$ cat src/rtl/vga_timing_gen.sv
// 640x480@60 VGA raster timing: pixel/line counters, syncs, blank flag, frame/vblank strobes, frame counter.
// Optional macro VGA_SYNC_DELAY_EN adds one register stage to hs/vs.
module vga_timing_gen #(
    parameter int H_VISIBLE = 640,
    parameter int H_FRONT   = 16,
    parameter int H_SYNC    = 96,
    parameter int H_BACK    = 48,
    parameter int V_VISIBLE = 480,
    parameter int V_FRONT   = 10,
    parameter int V_SYNC    = 2,
    parameter int V_BACK    = 33
) (
    input  logic        vga_clk,
    input  logic        reset_n,
    output logic        hs,
    output logic        vs,
    output logic        blank,
    output logic [9:0]  DrawX,
    output logic [9:0]  DrawY,
    output logic        frame_start,
    output logic        vblank_start,
    output logic [15:0] frame_count
);

    localparam int H_TOTAL = H_VISIBLE + H_FRONT + H_SYNC + H_BACK;
    localparam int V_TOTAL = V_VISIBLE + V_FRONT + V_SYNC + V_BACK;

    // 11-bit compare constants so a sync window ending exactly at 1024 still fits
    localparam logic [10:0] H_VIS_L = 11'(H_VISIBLE);
    localparam logic [10:0] H_SS_L  = 11'(H_VISIBLE + H_FRONT);
    localparam logic [10:0] H_SE_L  = 11'(H_VISIBLE + H_FRONT + H_SYNC);
    localparam logic [10:0] V_VIS_L = 11'(V_VISIBLE);
    localparam logic [10:0] V_SS_L  = 11'(V_VISIBLE + V_FRONT);
    localparam logic [10:0] V_SE_L  = 11'(V_VISIBLE + V_FRONT + V_SYNC);
    localparam logic [9:0]  H_LAST  = 10'(H_TOTAL - 1);
    localparam logic [9:0]  V_LAST  = 10'(V_TOTAL - 1);

    generate
        if ((H_TOTAL > 1024) || (V_TOTAL > 1024)) begin : g_param_err
            $error("vga_timing_gen: H_TOTAL and V_TOTAL must not exceed 1024");
        end
    endgenerate

    logic [9:0]  hc_q, hc_d, vc_q, vc_d;
    logic        hs_q, hs_d, vs_q, vs_d;
    logic        blank_q, blank_d;
    logic        fs_q, fs_d, vbs_q, vbs_d;
    logic [15:0] frame_count_q, frame_count_d;
    logic [10:0] hx_s, vy_s;

    assign hx_s = {1'b0, hc_d};
    assign vy_s = {1'b0, vc_d};

    // Next raster position: hc wraps every line, vc advances on that wrap
    always_comb begin
        hc_d = hc_q + 10'd1;
        vc_d = vc_q;
        if (hc_q == H_LAST) begin
            hc_d = 10'd0;
            if (vc_q == V_LAST) begin
                vc_d = 10'd0;
            end else begin
                vc_d = vc_q + 10'd1;
            end
        end else begin
            hc_d = hc_q + 10'd1;
        end
    end

    // Decode the next position so all registered outputs line up with DrawX/DrawY
    always_comb begin
        blank_d       = (hx_s < H_VIS_L) && (vy_s < V_VIS_L);
        hs_d          = !((hx_s >= H_SS_L) && (hx_s < H_SE_L));
        vs_d          = !((vy_s >= V_SS_L) && (vy_s < V_SE_L));
        fs_d          = (hc_d == 10'd0) && (vc_d == 10'd0);
        vbs_d         = (hc_d == 10'd0) && (vy_s == V_VIS_L);
        frame_count_d = frame_count_q;
        if (vbs_d) begin
            frame_count_d = frame_count_q + 16'd1;
        end else begin
            frame_count_d = frame_count_q;
        end
    end

    // Reset parks the raster on its last position so the first edge starts frame (0,0)
    always_ff @(posedge vga_clk or negedge reset_n) begin
        if (!reset_n) begin
            hc_q          <= H_LAST;
            vc_q          <= V_LAST;
            hs_q          <= 1'b1;
            vs_q          <= 1'b1;
            blank_q       <= 1'b0;
            fs_q          <= 1'b0;
            vbs_q         <= 1'b0;
            frame_count_q <= 16'd0;
        end else begin
            hc_q          <= hc_d;
            vc_q          <= vc_d;
            hs_q          <= hs_d;
            vs_q          <= vs_d;
            blank_q       <= blank_d;
            fs_q          <= fs_d;
            vbs_q         <= vbs_d;
            frame_count_q <= frame_count_d;
        end
    end

`ifdef VGA_SYNC_DELAY_EN
    logic hs_dly_q, vs_dly_q;

    // Extra sync stage for pixel pipelines that register colour one cycle late
    always_ff @(posedge vga_clk or negedge reset_n) begin
        if (!reset_n) begin
            hs_dly_q <= 1'b1;
            vs_dly_q <= 1'b1;
        end else begin
            hs_dly_q <= hs_q;
            vs_dly_q <= vs_q;
        end
    end

    assign hs = hs_dly_q;
    assign vs = vs_dly_q;
`else
    assign hs = hs_q;
    assign vs = vs_q;
`endif

    assign blank        = blank_q;
    assign DrawX        = hc_q;
    assign DrawY        = vc_q;
    assign frame_start  = fs_q;
    assign vblank_start = vbs_q;
    assign frame_count  = frame_count_q;

endmodule

$ cat config.mk
export PLATFORM = sky130hd
export DESIGN_NAME = vga_timing_gen
export DESIGN_NICKNAME = d
export VERILOG_FILES = /design/src/rtl/vga_timing_gen.sv
export SDC_FILE = /design/constraint.sdc
export NUM_CORES = 1
export LEC_CHECK = 0
export BUFFER_PORTS_ARGS = -buffer_cell sky130_fd_sc_hd__buf_2
export CAP_MARGIN = 10
export CORE_MARGIN = 2
export CORE_UTILIZATION = 35
export CTS_CLUSTER_SIZE = 40
export DETAILED_ROUTE_END_ITERATION = 12
export PLACE_DENSITY = 0.61
export SYNTH_ARGS = -nofsm -noshare
export SYNTH_HDL_FRONTEND = slang
export SYNTH_SLANG_ARGS = --single-unit
$ cat constraint.sdc
create_clock -name vga_clk -period 3.4 [get_ports vga_clk]
set_clock_uncertainty 0.1 [all_clocks]
set_input_delay 0.17 -clock vga_clk [delete_from_list [all_inputs] [get_ports vga_clk]]
set_output_delay 0.17 -clock vga_clk [all_outputs]
set_load 0.05 [all_outputs]
==> results <==
- The standard cell core area is 6680 sq um.
- The sort of element at the end of the critical path is a flip-flop.
- The die covers 7490 sq um.
- Summed over all layers, the routed wires come to 5160 um.
- The net count after synthesis is 230.
- The maximum number of pins on one net before global-route repair is 42.
- The final design instance area without fill is 2710 sq um.
- Static timing analysis puts the maximum clock frequency at 322 MHz.
- The transition at the pin with the smallest max-transition slack is 0.906 ns.
- The critical path contains buffers and inverters numbering 0 combined.
- The fraction of registers with async set or reset after synthesis is 100%.
- The source of the worst hold timing path is frame_count[15].
- Fill cells in the final layout number 680.
- The signal on the critical path passes through ha_1, nand4_4, nor4_2, xor2_1, and2b_1, nand3_2, or4_4, xnor2_2.
- The accumulated negative setup slack is 0 ns.
- The first global-routing pass estimated 8940 um of wire.
- The count of routing violations after the opening detailed-route iteration is 169.
- Measured along the x axis, the die boundary spans 86.5 um.
- In this run the mean area of a mapped cell was 10.6 sq um.
- The count of nets left with antenna violations once routing finished came out at 0.
- The worst relative slew slack is 39.6%.
- The total via count in the routed design is 1800.
- Setup repair after global routing left no endpoint under its margin.
- The repair_antennas step left the layout with diodes totalling 0.
- The number of buffers added by the clock tree synthesis step is 5.
- The number of global-route vias before repair is 1794.
- At the worst endpoint, the required time is 3.47 ns.
- STA puts the critical path data arrival time at 3.18 ns.
- During placement, the flow inserted port buffers numbering 42.
- Setup violations remaining at the end of the flow were counted as 0.
- The worst min-delay path class is reg2reg.
- The critical-path cell with the highest stage delay is sky130_fd_sc_hd__or4_4.
- The most frequently used flop master after synthesis is sky130_fd_sc_hd__dfrtp_1.
- The aggregate global routing overflow is 0.
- The number of cell rows is 30.
- The number of flops mapped to enable cells by yosys is 0.
- The cell type with the largest total area after synthesis is sky130_fd_sc_hd__dfrtp_1.
- The count of buffers added by post-CTS timing repair for setup is 0.
- The final routed DRC violation total is 0.
- The tree built by TritonCTS fans out to 41 sinks.
- Along the worst hold path, the cell count comes to 1.
- For hold timing, the worst endpoint is frame_count[15].
- The layout overhead on the synthesized area is 13.5%.
- The number of iterations in the first detailed-routing pass is 4.
- Counting flops and latches in the post-synthesis netlist gives 41.
- The worst register-to-register path has a depth of 8.
- The critical path class is reg2reg.
- Clock latency on the worst-skew pair, taken at its later pin, is 0.28 ns.
- In this run the number of H-tree levels came out at 2.
- Dividing the detail-routed via count by the number of cells gives 5.16.
- Yosys mapped the design onto 59 distinct sky130hd cell types.
- The worst flop-to-flop path endpoint is frame_count[11].
- The cell count after placement is 340.
- The number of warnings issued by yosys is 0.
- The largest stage delay on the critical path is 0.61 ns.
- The top-level I/O count is 43.
- The final count of hold timing violations came to 0.
- The netlist area before placement is 2380 sq um.
- The depth of the critical timing path with buffers and inverters included is 8.
- After the last flow step, the layout net total stands at 274.
- The die height is 86.5 um.
- Synthesis handed over a netlist of 224 instances.
- The master cell of the clock root buffer is sky130_fd_sc_hd__clkbuf_8.
- The sequential share of the synthesized area is 43.7%.
- Cells with a size suffix above 1 make up 33.1% of the layout.
- The initial antenna violation count was 0.
- The final core utilization is 40.5%.
- After detailed routing, the average wire length per cell comes to 14.8 um.
- The worst ir drop on vdd is 198 uV.
- The effective utilization at floorplan is 35.7%.
- Among cell families on the critical path, the largest total delay comes from simple AND/OR/NAND/NOR gates.
- The CTS tree is built.
- For this run, the total global-route usage over all layers was measured as 15.0%.
- In the post-synthesis netlist, the biggest area contributors are sky130_fd_sc_hd__dfrtp_1, sky130_fd_sc_hd__dfstp_2, sky130_fd_sc_hd__xor2_1, sky130_fd_sc_hd__nand2_1, sky130_fd_sc_hd__xnor2_1.
- STA classifies the critical path startpoint as a flip-flop.
- The placed wire-length estimate is 3900 um.
- The minimum setup slack among reg-to-reg paths is 0.29 ns.
- Summed over all cells, the static leakage comes to 1.26 nW.
- The fraction of the cycle the final worst path needs is 91.4%.
- The finished layout holds 349 standard cells, fillers aside.
- Across the run, the number of max-cap violations was 0.
- In this run the power density over the cells is 296 nW/um^2.
- The run finished with clean final reports.
- The time the final worst path needs with I/O delays and setup is 3.11 ns.
- By count the netlist is led by sky130_fd_sc_hd__dfrtp_1, sky130_fd_sc_hd__nand2_1, sky130_fd_sc_hd__xor2_1.
- The worst register-to-register path begins at DrawX[0].
- The final count of pins violating max slew is 0.
- The most common cell in the synthesized netlist is sky130_fd_sc_hd__dfrtp_1.
- The worst-case clock buffer depth is 2.
- The maximum fanout along the worst path is 11.
- Summed over its instances, the top area cell type makes up 30.4% of the synthesized netlist area.
- Clock-pin slew was measured on the worst setup and hold paths at 0.08 ns.
- The weighted congestion reported at the end of routability-driven placement is 0.834.
- Summing all placed instances gives a cell area of 2610 sq um.
==> layer usage <==
layer / wire [um] / vias to the layer above / track usage [%]
li1: - / 898 / -
met1: 2540 / 863 / 21.6
met2: 2390 / 35 / 23.7
met3: 199 / 4 / 2.67
met4: 36 / 0 / 2.98
met5: 0 / - / 0
==> report_power, final <==
part,total [W],internal (W),switching [W],leakage (nW)
Combinational,0.0000103,0.00000114,0.00000917,0.699
Clock,0.000301,0.000144,0.000157,0.0422
Sequential,0.000488,0.000488,0,0.520
==> how the worst max path moves through the flow <==
stage	startpoint	endpoint	slack (ns)
after floorplan	DrawX[0]	frame_count[11]	0.31
after global placement	DrawX[0]	frame_count[11]	0.36
after detailed placement	DrawX[0]	frame_count[11]	0.29
after CTS	DrawX[0]	frame_count[11]	0.29
after global routing	DrawX[0]	frame_count[14]	0.03
final	DrawX[0]	frame_count[11]	0.29
==> cell usage in the layout (no fill, tap or decap), types with 3 or more instances in the layout <==
| cell | Yosys | routed |
|---|---|---|
| sky130_fd_sc_hd__nand2_1 | 20 | 20 |
| sky130_fd_sc_hd__o21ai_0 | 8 | 8 |
| sky130_fd_sc_hd__xor2_1 | 19 | 19 |
| sky130_fd_sc_hd__dfrtp_1 | 29 | 29 |
| sky130_fd_sc_hd__clkbuf_8 | 5 | 5 |
| sky130_fd_sc_hd__xnor2_1 | 8 | 8 |
| sky130_fd_sc_hd__nor2_1 | 12 | 12 |
| sky130_fd_sc_hd__buf_2 | 0 | 42 |
| sky130_fd_sc_hd__o31ai_1 | 3 | 3 |
| sky130_fd_sc_hd__dfstp_2 | 12 | 12 |
| sky130_fd_sc_hd__nor4_1 | 6 | 6 |
| sky130_fd_sc_hd__nor3_1 | 11 | 11 |
| sky130_fd_sc_hd__nand3_1 | 12 | 12 |
| sky130_fd_sc_hd__ha_1 | 4 | 4 |
| sky130_fd_sc_hd__nand4_1 | 8 | 8 |
| sky130_fd_sc_hd__and3_1 | 5 | 5 |
| sky130_fd_sc_hd__buf_4 | 1 | 3 |
| sky130_fd_sc_hd__nand2b_1 | 4 | 4 |
| sky130_fd_sc_hd__inv_1 | 6 | 6 |
==> timing repair <==
item | CTS | global route
hold buffers | 1 | 0
endpoints found under the hold margin | 29 | 0
resized for setup | 0 | 0
==> area by class of cell <==
class	count	area, sq um	share of cell area (%)
inverters	7	26.3	0.971
well taps	80	100	3.70
clock inverters	1	5.00	0.185
flip-flops and latches	41	1040	38.5
multi-input cells	167	1210	44.9
clock buffers	7	76.3	2.82
repair buffers	46	243	8.97
==> kinds of logic (layout without fill, tap and decap cells) <==
group,after synthesis,in the layout,share of synthesized area (%)
fa+ha+maj,4,4,2.10
simple gates,108,108,28.3
buf+inv,16,61,5.41
xor+xnor,28,28,10.6
compound gates,25,25,9.03
flops,41,41,43.7
mux,2,2,0.892
==> registers in the layout, indices dropped and copies added, names as in the netlist <==
name	flops
DrawY	10
frame_start	1
frame_count	16
blank	1
DrawX	10
hs	1
vblank_start	1
vs	1
==> through the flow <==
step	setup WS, ns	total power (W)	hold slack (ns)
detailed placement	0.290	0.000508	0.263
finish	0.291	0.000800	0.362
CTS	0.286	0.000812	0.366
global placement	0.355	0.000507	0.257
floorplan	0.308	0.000497	-0.226
global route	0.0331	0.000837	0.381
Power figures use the tool's default switching activity.
